==> src/rtl/mult_arb_pkg.sv <==
// Shared constants and sizing helpers for the multiplier arbiter slice.
package mult_arb_pkg;
  localparam int WIDTH_DEF = 8;
  localparam int NREQ_DEF  = 4;
  localparam int LAT_DEF   = 2;
  localparam int DEPTH_DEF = 4;

  // Ceiling log2 with a floor of 1 so a 1-entry structure still gets a 1-bit pointer
  function automatic int clog2(input int n);
    int r;
    r = 0;
    while ((1 << r) < n) r++;
    return (r < 1) ? 1 : r;
  endfunction

  // Tag record {vld, id}
  function automatic int tag_w(input int idw);
    return 1 + idw;
  endfunction

  // FIFO entry {id, y}
  function automatic int entry_w(input int idw, input int width);
    return idw + 2 * width;
  endfunction
endpackage

==> src/rtl/mult_arb_fifo.sv <==
// First-word-fall-through result FIFO with occupancy count; pointers wrap mod DEPTH.
module mult_arb_fifo
  import mult_arb_pkg::*;
#(
  parameter int DEPTH = DEPTH_DEF,
  parameter int DW    = 8,
  localparam int PW   = clog2(DEPTH),
  localparam int CW   = clog2(DEPTH + 1)
) (
  input  logic          clk,
  input  logic          rst,
  input  logic          push,
  input  logic [DW-1:0] din,
  input  logic          pop,
  output logic [DW-1:0] dout,
  output logic          valid,
  output logic [CW-1:0] count
);
  logic [DW-1:0] mem [DEPTH];
  logic [PW-1:0] rptr, wptr;
  logic          pop_ok;

  function automatic logic [PW-1:0] nxt(input logic [PW-1:0] p);
    return (p == PW'(DEPTH - 1)) ? '0 : p + 1'b1;
  endfunction

  assign valid  = (count != '0);
  assign pop_ok = pop & valid;
  assign dout   = mem[rptr];

  always_ff @(posedge clk) begin
    if (rst) begin
      rptr  <= '0;
      wptr  <= '0;
      count <= '0;
    end else begin
      if (push)   wptr <= nxt(wptr);
      if (pop_ok) rptr <= nxt(rptr);
      case ({push, pop_ok})
        2'b10:   count <= count + 1'b1;
        2'b01:   count <= count - 1'b1;
        default: count <= count;
      endcase
    end
  end

  always_ff @(posedge clk) begin
    if (push) mem[wptr] <= din;
  end

  // The credit check upstream must make this unreachable
  a_no_overflow: assert property (@(posedge clk) disable iff (rst)
    !(push && count == CW'(DEPTH)));
endmodule

==> src/rtl/mult_arbiter.sv <==
// Round-robin sharing of one fixed-latency multiplier with credit-checked FWFT result return.
// MULT_ARB_FIXED_PRIO_EN: lowest-index-wins arbitration instead of round-robin (no ptr).
module mult_arbiter
  import mult_arb_pkg::*;
#(
  parameter int WIDTH = WIDTH_DEF,
  parameter int NREQ  = NREQ_DEF,
  parameter int LAT   = LAT_DEF,
  parameter int DEPTH = DEPTH_DEF,
  localparam int IDW  = clog2(NREQ)
) (
  input  logic                  clk,
  input  logic                  rst,
  input  logic [NREQ-1:0]       req_valid,
  output logic [NREQ-1:0]       req_ready,
  input  logic [NREQ*WIDTH-1:0] req_a,
  input  logic [NREQ*WIDTH-1:0] req_b,
  output logic [WIDTH-1:0]      mul_a,
  output logic [WIDTH-1:0]      mul_b,
  input  logic [2*WIDTH-1:0]    mul_y,
  output logic                  rsp_valid,
  input  logic                  rsp_ready,
  output logic [IDW-1:0]        rsp_id,
  output logic [2*WIDTH-1:0]    rsp_y,
  output logic                  busy
);
  localparam int EW = entry_w(IDW, WIDTH);
  localparam int CW = clog2(DEPTH + 1);
  localparam int SW = clog2(LAT + DEPTH + 1) + 1;

  typedef struct packed {
    logic           vld;
    logic [IDW-1:0] id;
  } tag_t;

  tag_t [LAT:1]  tag_pipe;
  logic [CW-1:0] fifo_cnt;
  logic [SW-1:0] inflight;
  logic          credit;
  logic          gnt_any;
  logic [IDW-1:0] gnt_id;
  logic [EW-1:0] fifo_dout;

  always_comb begin
    inflight = '0;
    for (int s = 1; s <= LAT; s++) inflight += SW'(tag_pipe[s].vld);
  end

  // Credit uses registered occupancy only, so a same-cycle pop frees nothing yet
  assign credit = !rst && ((inflight + SW'(fifo_cnt)) < SW'(DEPTH));

`ifdef MULT_ARB_FIXED_PRIO_EN
  always_comb begin
    gnt_any = 1'b0;
    gnt_id  = '0;
    for (int k = NREQ - 1; k >= 0; k--) begin
      if (req_valid[k]) begin
        gnt_any = 1'b1;
        gnt_id  = IDW'(k);
      end
    end
    if (!credit) begin
      gnt_any = 1'b0;
      gnt_id  = '0;
    end
  end
`else
  logic [IDW-1:0] ptr;

  // Scan backwards from ptr+NREQ-1 so the last hit is the first in rotation order
  always_comb begin
    int idx;
    idx     = 0;
    gnt_any = 1'b0;
    gnt_id  = '0;
    for (int k = NREQ - 1; k >= 0; k--) begin
      idx = int'(ptr) + k;
      if (idx >= NREQ) idx -= NREQ;
      if (req_valid[idx]) begin
        gnt_any = 1'b1;
        gnt_id  = IDW'(idx);
      end
    end
    if (!credit) begin
      gnt_any = 1'b0;
      gnt_id  = '0;
    end
  end

  always_ff @(posedge clk) begin
    if (rst)          ptr <= '0;
    else if (gnt_any) ptr <= (gnt_id == IDW'(NREQ - 1)) ? '0 : gnt_id + 1'b1;
  end
`endif

  assign req_ready = gnt_any ? (NREQ'(1) << gnt_id) : '0;
  assign mul_a     = gnt_any ? req_a[gnt_id*WIDTH +: WIDTH] : '0;
  assign mul_b     = gnt_any ? req_b[gnt_id*WIDTH +: WIDTH] : '0;

  always_ff @(posedge clk) begin
    if (rst) begin
      tag_pipe <= '0;
    end else begin
      tag_pipe[1] <= '{vld: gnt_any, id: gnt_id};
      for (int s = 2; s <= LAT; s++) tag_pipe[s] <= tag_pipe[s-1];
    end
  end

  mult_arb_fifo #(.DEPTH(DEPTH), .DW(EW)) u_fifo (
    .clk   (clk),
    .rst   (rst),
    .push  (tag_pipe[LAT].vld),
    .din   ({tag_pipe[LAT].id, mul_y}),
    .pop   (rsp_ready),
    .dout  (fifo_dout),
    .valid (rsp_valid),
    .count (fifo_cnt)
  );

  assign rsp_id = fifo_dout[EW-1 -: IDW];
  assign rsp_y  = fifo_dout[2*WIDTH-1:0];
  assign busy   = (inflight != '0) || rsp_valid;
endmodule

==> config.mk <==
export PLATFORM = sky130hd
export DESIGN_NAME = mult_arbiter
export DESIGN_NICKNAME = d
export VERILOG_FILES = /design/src/rtl/mult_arb_pkg.sv /design/src/rtl/mult_arb_fifo.sv /design/src/rtl/mult_arbiter.sv
export SDC_FILE = /design/constraint.sdc
export NUM_CORES = 1
export LEC_CHECK = 0
export CAP_MARGIN = 20
export CELL_PAD_IN_SITES_DETAIL_PLACEMENT = 1
export CELL_PAD_IN_SITES_GLOBAL_PLACEMENT = 2
export CORE_AREA = 8 8 112 140
export CTS_CLUSTER_DIAMETER = 200
export DETAILED_ROUTE_END_ITERATION = 8
export DIE_AREA = 0 0 120 148
export GPL_ROUTABILITY_DRIVEN = 0
export GPL_TIMING_DRIVEN = 1
export PLACE_DENSITY_LB_ADDON = 0.1
export SLEW_MARGIN = 20
export SYNTH_ARGS = -nofsm -noshare
export SYNTH_HDL_FRONTEND = slang
export SYNTH_SLANG_ARGS = --single-unit
==> constraint.sdc <==
create_clock -name clk -period 3.5 [get_ports clk]
set_clock_uncertainty 0.1 [all_clocks]
set_input_delay 0.875 -clock clk [delete_from_list [all_inputs] [get_ports clk]]
set_output_delay 0.875 -clock clk [all_outputs]
set_load 0.02 [all_outputs]
==> reports/summary.txt <==
GR Overflow Total: 0
Tightest Hold Check Type: reg -> reg
Critical Path RT: 2.52 ns
Synth cell types: 41
H-tree depth: 3
Slew @ Worst Pin: 1.02 ns
Pleak: 2.25 nW
Port Buffers: 126
post-synthesis compound-gate area fraction: 10.1%
WL/cell: 19.6 µm
Via density: 4.77
Initial Util: 30.1%
die height: 148 µm
die width: 120 µm
Clock Pin Slew Worst Setup and Hold Paths: 0.06 ns
most frequent cells in the layout: clkdlybuf4s50_1 (101), edfxtp_1 (72), buf_6 (22)
clk buf depth: 2
max_cap viols: 0
Seq pwr share: 35.6%
pwr/cell area: 564 mW/mm²
Max IR drop VDD: 320 µV
Syn-to-layout area delta: 53.6%
vias in the first global route: 3,213
# IOs: 127
Final Critical Period: 3.45 ns
# clock sinks: 89
largest fanout on the critical path: 8
fin nets: 527
period utilization: 98.7%
Crit Path Category: in -> out
Core Box Area: 0.0135 mm²
endpoint class of the critical path: output port
share of flip-flops with an asynchronous set or reset: 0%
Vias: 2,883
cts bufs inserted: 9
Ys Warns: 0
Antenna Cells: 0
fin. max-slew vios: 0
Clock Power Share: 28.1%
fmax: 290 MHz
clk root buf: clkbuf_16
Cells after Synth: 275
endpoints failing setup: 0
Fin. Hold Viols: 0
TritonCTS clock tree: done
full die area: 0.0178 mm²
Simple-Gate Fraction of Synth Area: 9.40%
Cell Int Power: 2.51 mW
worst-skew pair later-pin latency: 0.32 ns
mux contribution to synthesized area: 10.7%
initial antenna violation count: 0
register area share after synthesis: 61.4%
Synth Area in XOR/XNOR: 0.430%
RSZ-0062 raised after global routing: yes
synthesized flop and latch total: 89
commonest non-fill, non-tap cell in the layout: clkdlybuf4s50_1
Comb power frac: 36.3%
synthesized area per cell: 14.8 µm²
status: complete, no violations
first-pass GRT wire length: 18.0 mm
Rows: 48
area share of fa/ha/maj cells after synthesis: 4.49%
Detail Route Antenna Nets: 0
gr usage total: 13.2%
Synth Cell Area: 0.00407 mm²
largest family of logic cells by synthesized area: multiplexers
slew margin rel.: 31.7%
largest net degree at the start of global routing: 19
startpoint type of the worst setup path: input port
remaining routing DRC violations: 0
1st-iter DRT viols: 83
post-route core utilization: 46.3%
arrival time at the worst endpoint: 2.48 ns
commonest register cell after synthesis: edfxtp_1
dpl hpwl: 8.65 mm
Net Sw Frac: 28.9%
WL final: 11.9 mm
layout cells sized above 1: 31.2%
Post-synth EDFFs: 72
sw power: 1.02 mW
Net Count, Synth: 376
DRT Pass-1 Iters: 4
Hold Slack: 0.341 ns
==> synthesized netlist by cell type, drive strengths merged, types with 2 or more instances <==
cell type	count	share of area, %
edfxtp	72	53
a21oi	20	2.5
o21ai	19	2.3
mux4	18	10
dfxtp	17	8.4
nand3	16	2.0
a221o	15	3.7
ha	13	4.0
inv	13	1.2
nor2	13	1.3
and2	9	1.5
buf	9	1.8
clkbuf	5	0.46
nand2	5	0.46
nor3	5	0.89
nor2b	4	0.61
mux2i	3	0.74
a211o	2	0.43
and2b	2	0.40
nor4	2	0.83
or3	2	0.43
xor2	2	0.43
==> timing repair <==
action / CTS / global route
resized for setup: 177 / 15
hold buffers: 0 / 0
buffers inserted: 4 / 0
endpoints found under the setup margin: 20 / 17
pin swaps: 22 / 3
gates cloned: 2 / 1
endpoints found under the hold margin: 0 / 0
==> power by group through the flow <==
stage	clock, mW	combinational, mW	sequential, mW
after floorplan	0	0.664	1.27
after global placement	0	1.19	1.27
after detailed placement	0	1.20	1.28
after CTS	1.02	1.29	1.26
after global routing	1.06	1.38	1.26
final	0.994	1.28	1.26
==> critical path, stage by stage <==
cell and delay [ns]:
buf_6 0.09, or3_4 0.40, or2_4 0.26, nand3b_4 0.24
buf_12 0.20, a21oi_4 0.13, a221o_1 0.15, buf_6 0.12
==> logic make-up (layout without fill, tap and decap cells) <==
kind of cell             after synthesis  count (layout)
buffers and inverters                 27             181
XOR/XNOR                               2               2
AND/OR/NAND/NOR                       62              63
multiplexers                          21              21
flip-flops                            89              89
AO/OA/AOI/OAI                         60              60
adder cells (fa/ha/maj)               14              14
==> path summary, 6_finish.rpt <==
| check | cells after the start | startpoint | end | slack, ns |
|---|---|---|---|---|
| worst max-delay path | 8 | rst | mul_a[1] | 0.05 |
| worst min-delay path | 1 | tag_pipe[0] | tag_pipe[3] | 0.34 |
| worst max register to register | 9 | tag_pipe[2] | ptr[1] | 1.25 |
| worst min register to register | 1 | tag_pipe[0] | tag_pipe[3] | 0.34 |
==> layout make-up <==
| cell class | count | area [µm²] |
|---|---|---|
| clock buffer | 9 | 225 |
| fill | 1390 | 7260 |
| sequential | 89 | 2500 |
| multi-input combinational | 160 | 1630 |
| tap | 175 | 219 |
| timing repair buffer | 153 | 1540 |
| inverter | 13 | 48.8 |
| clock inverter | 6 | 91.3 |
==> per-stage QoR <==
| step | cell area [µm²] | TNS, ns | cells | power, mW | setup WS (ns) |
|---|---|---|---|---|---|
| finish | 6260 | 0 | 605 | 3.53 | 0.0462 |
| global route | 6260 | -0.00769 | 605 | 3.70 | -0.00462 |
| CTS | 6200 | -0.0141 | 604 | 3.57 | -0.00628 |
| detailed placement | 5680 | -15.17 | 585 | 2.48 | -0.828 |
| global placement | 5680 | -14.69 | 585 | 2.46 | -0.784 |
| floorplan | 4070 | 0 | 275 | 1.93 | 0.257 |
==> routing by layer <==
layer	global-route usage, %	wire length [µm]	vias to the layer above
li1	-	-	1374
met1	13.1	4200	1430
met2	25.5	6880	74
met3	3.85	706	5
met4	3.76	85	0
met5	0	0	-
==> flip-flops by register name (all words and copies together) (netlist names), named ones only <==
register and cells:
u_fifo.count 3, tag_pipe 6, u_fifo.mem 72, u_fifo.rptr 2
u_fifo.wptr 2, ptr 2
Note: power is estimated with default switching activity, not from simulation.
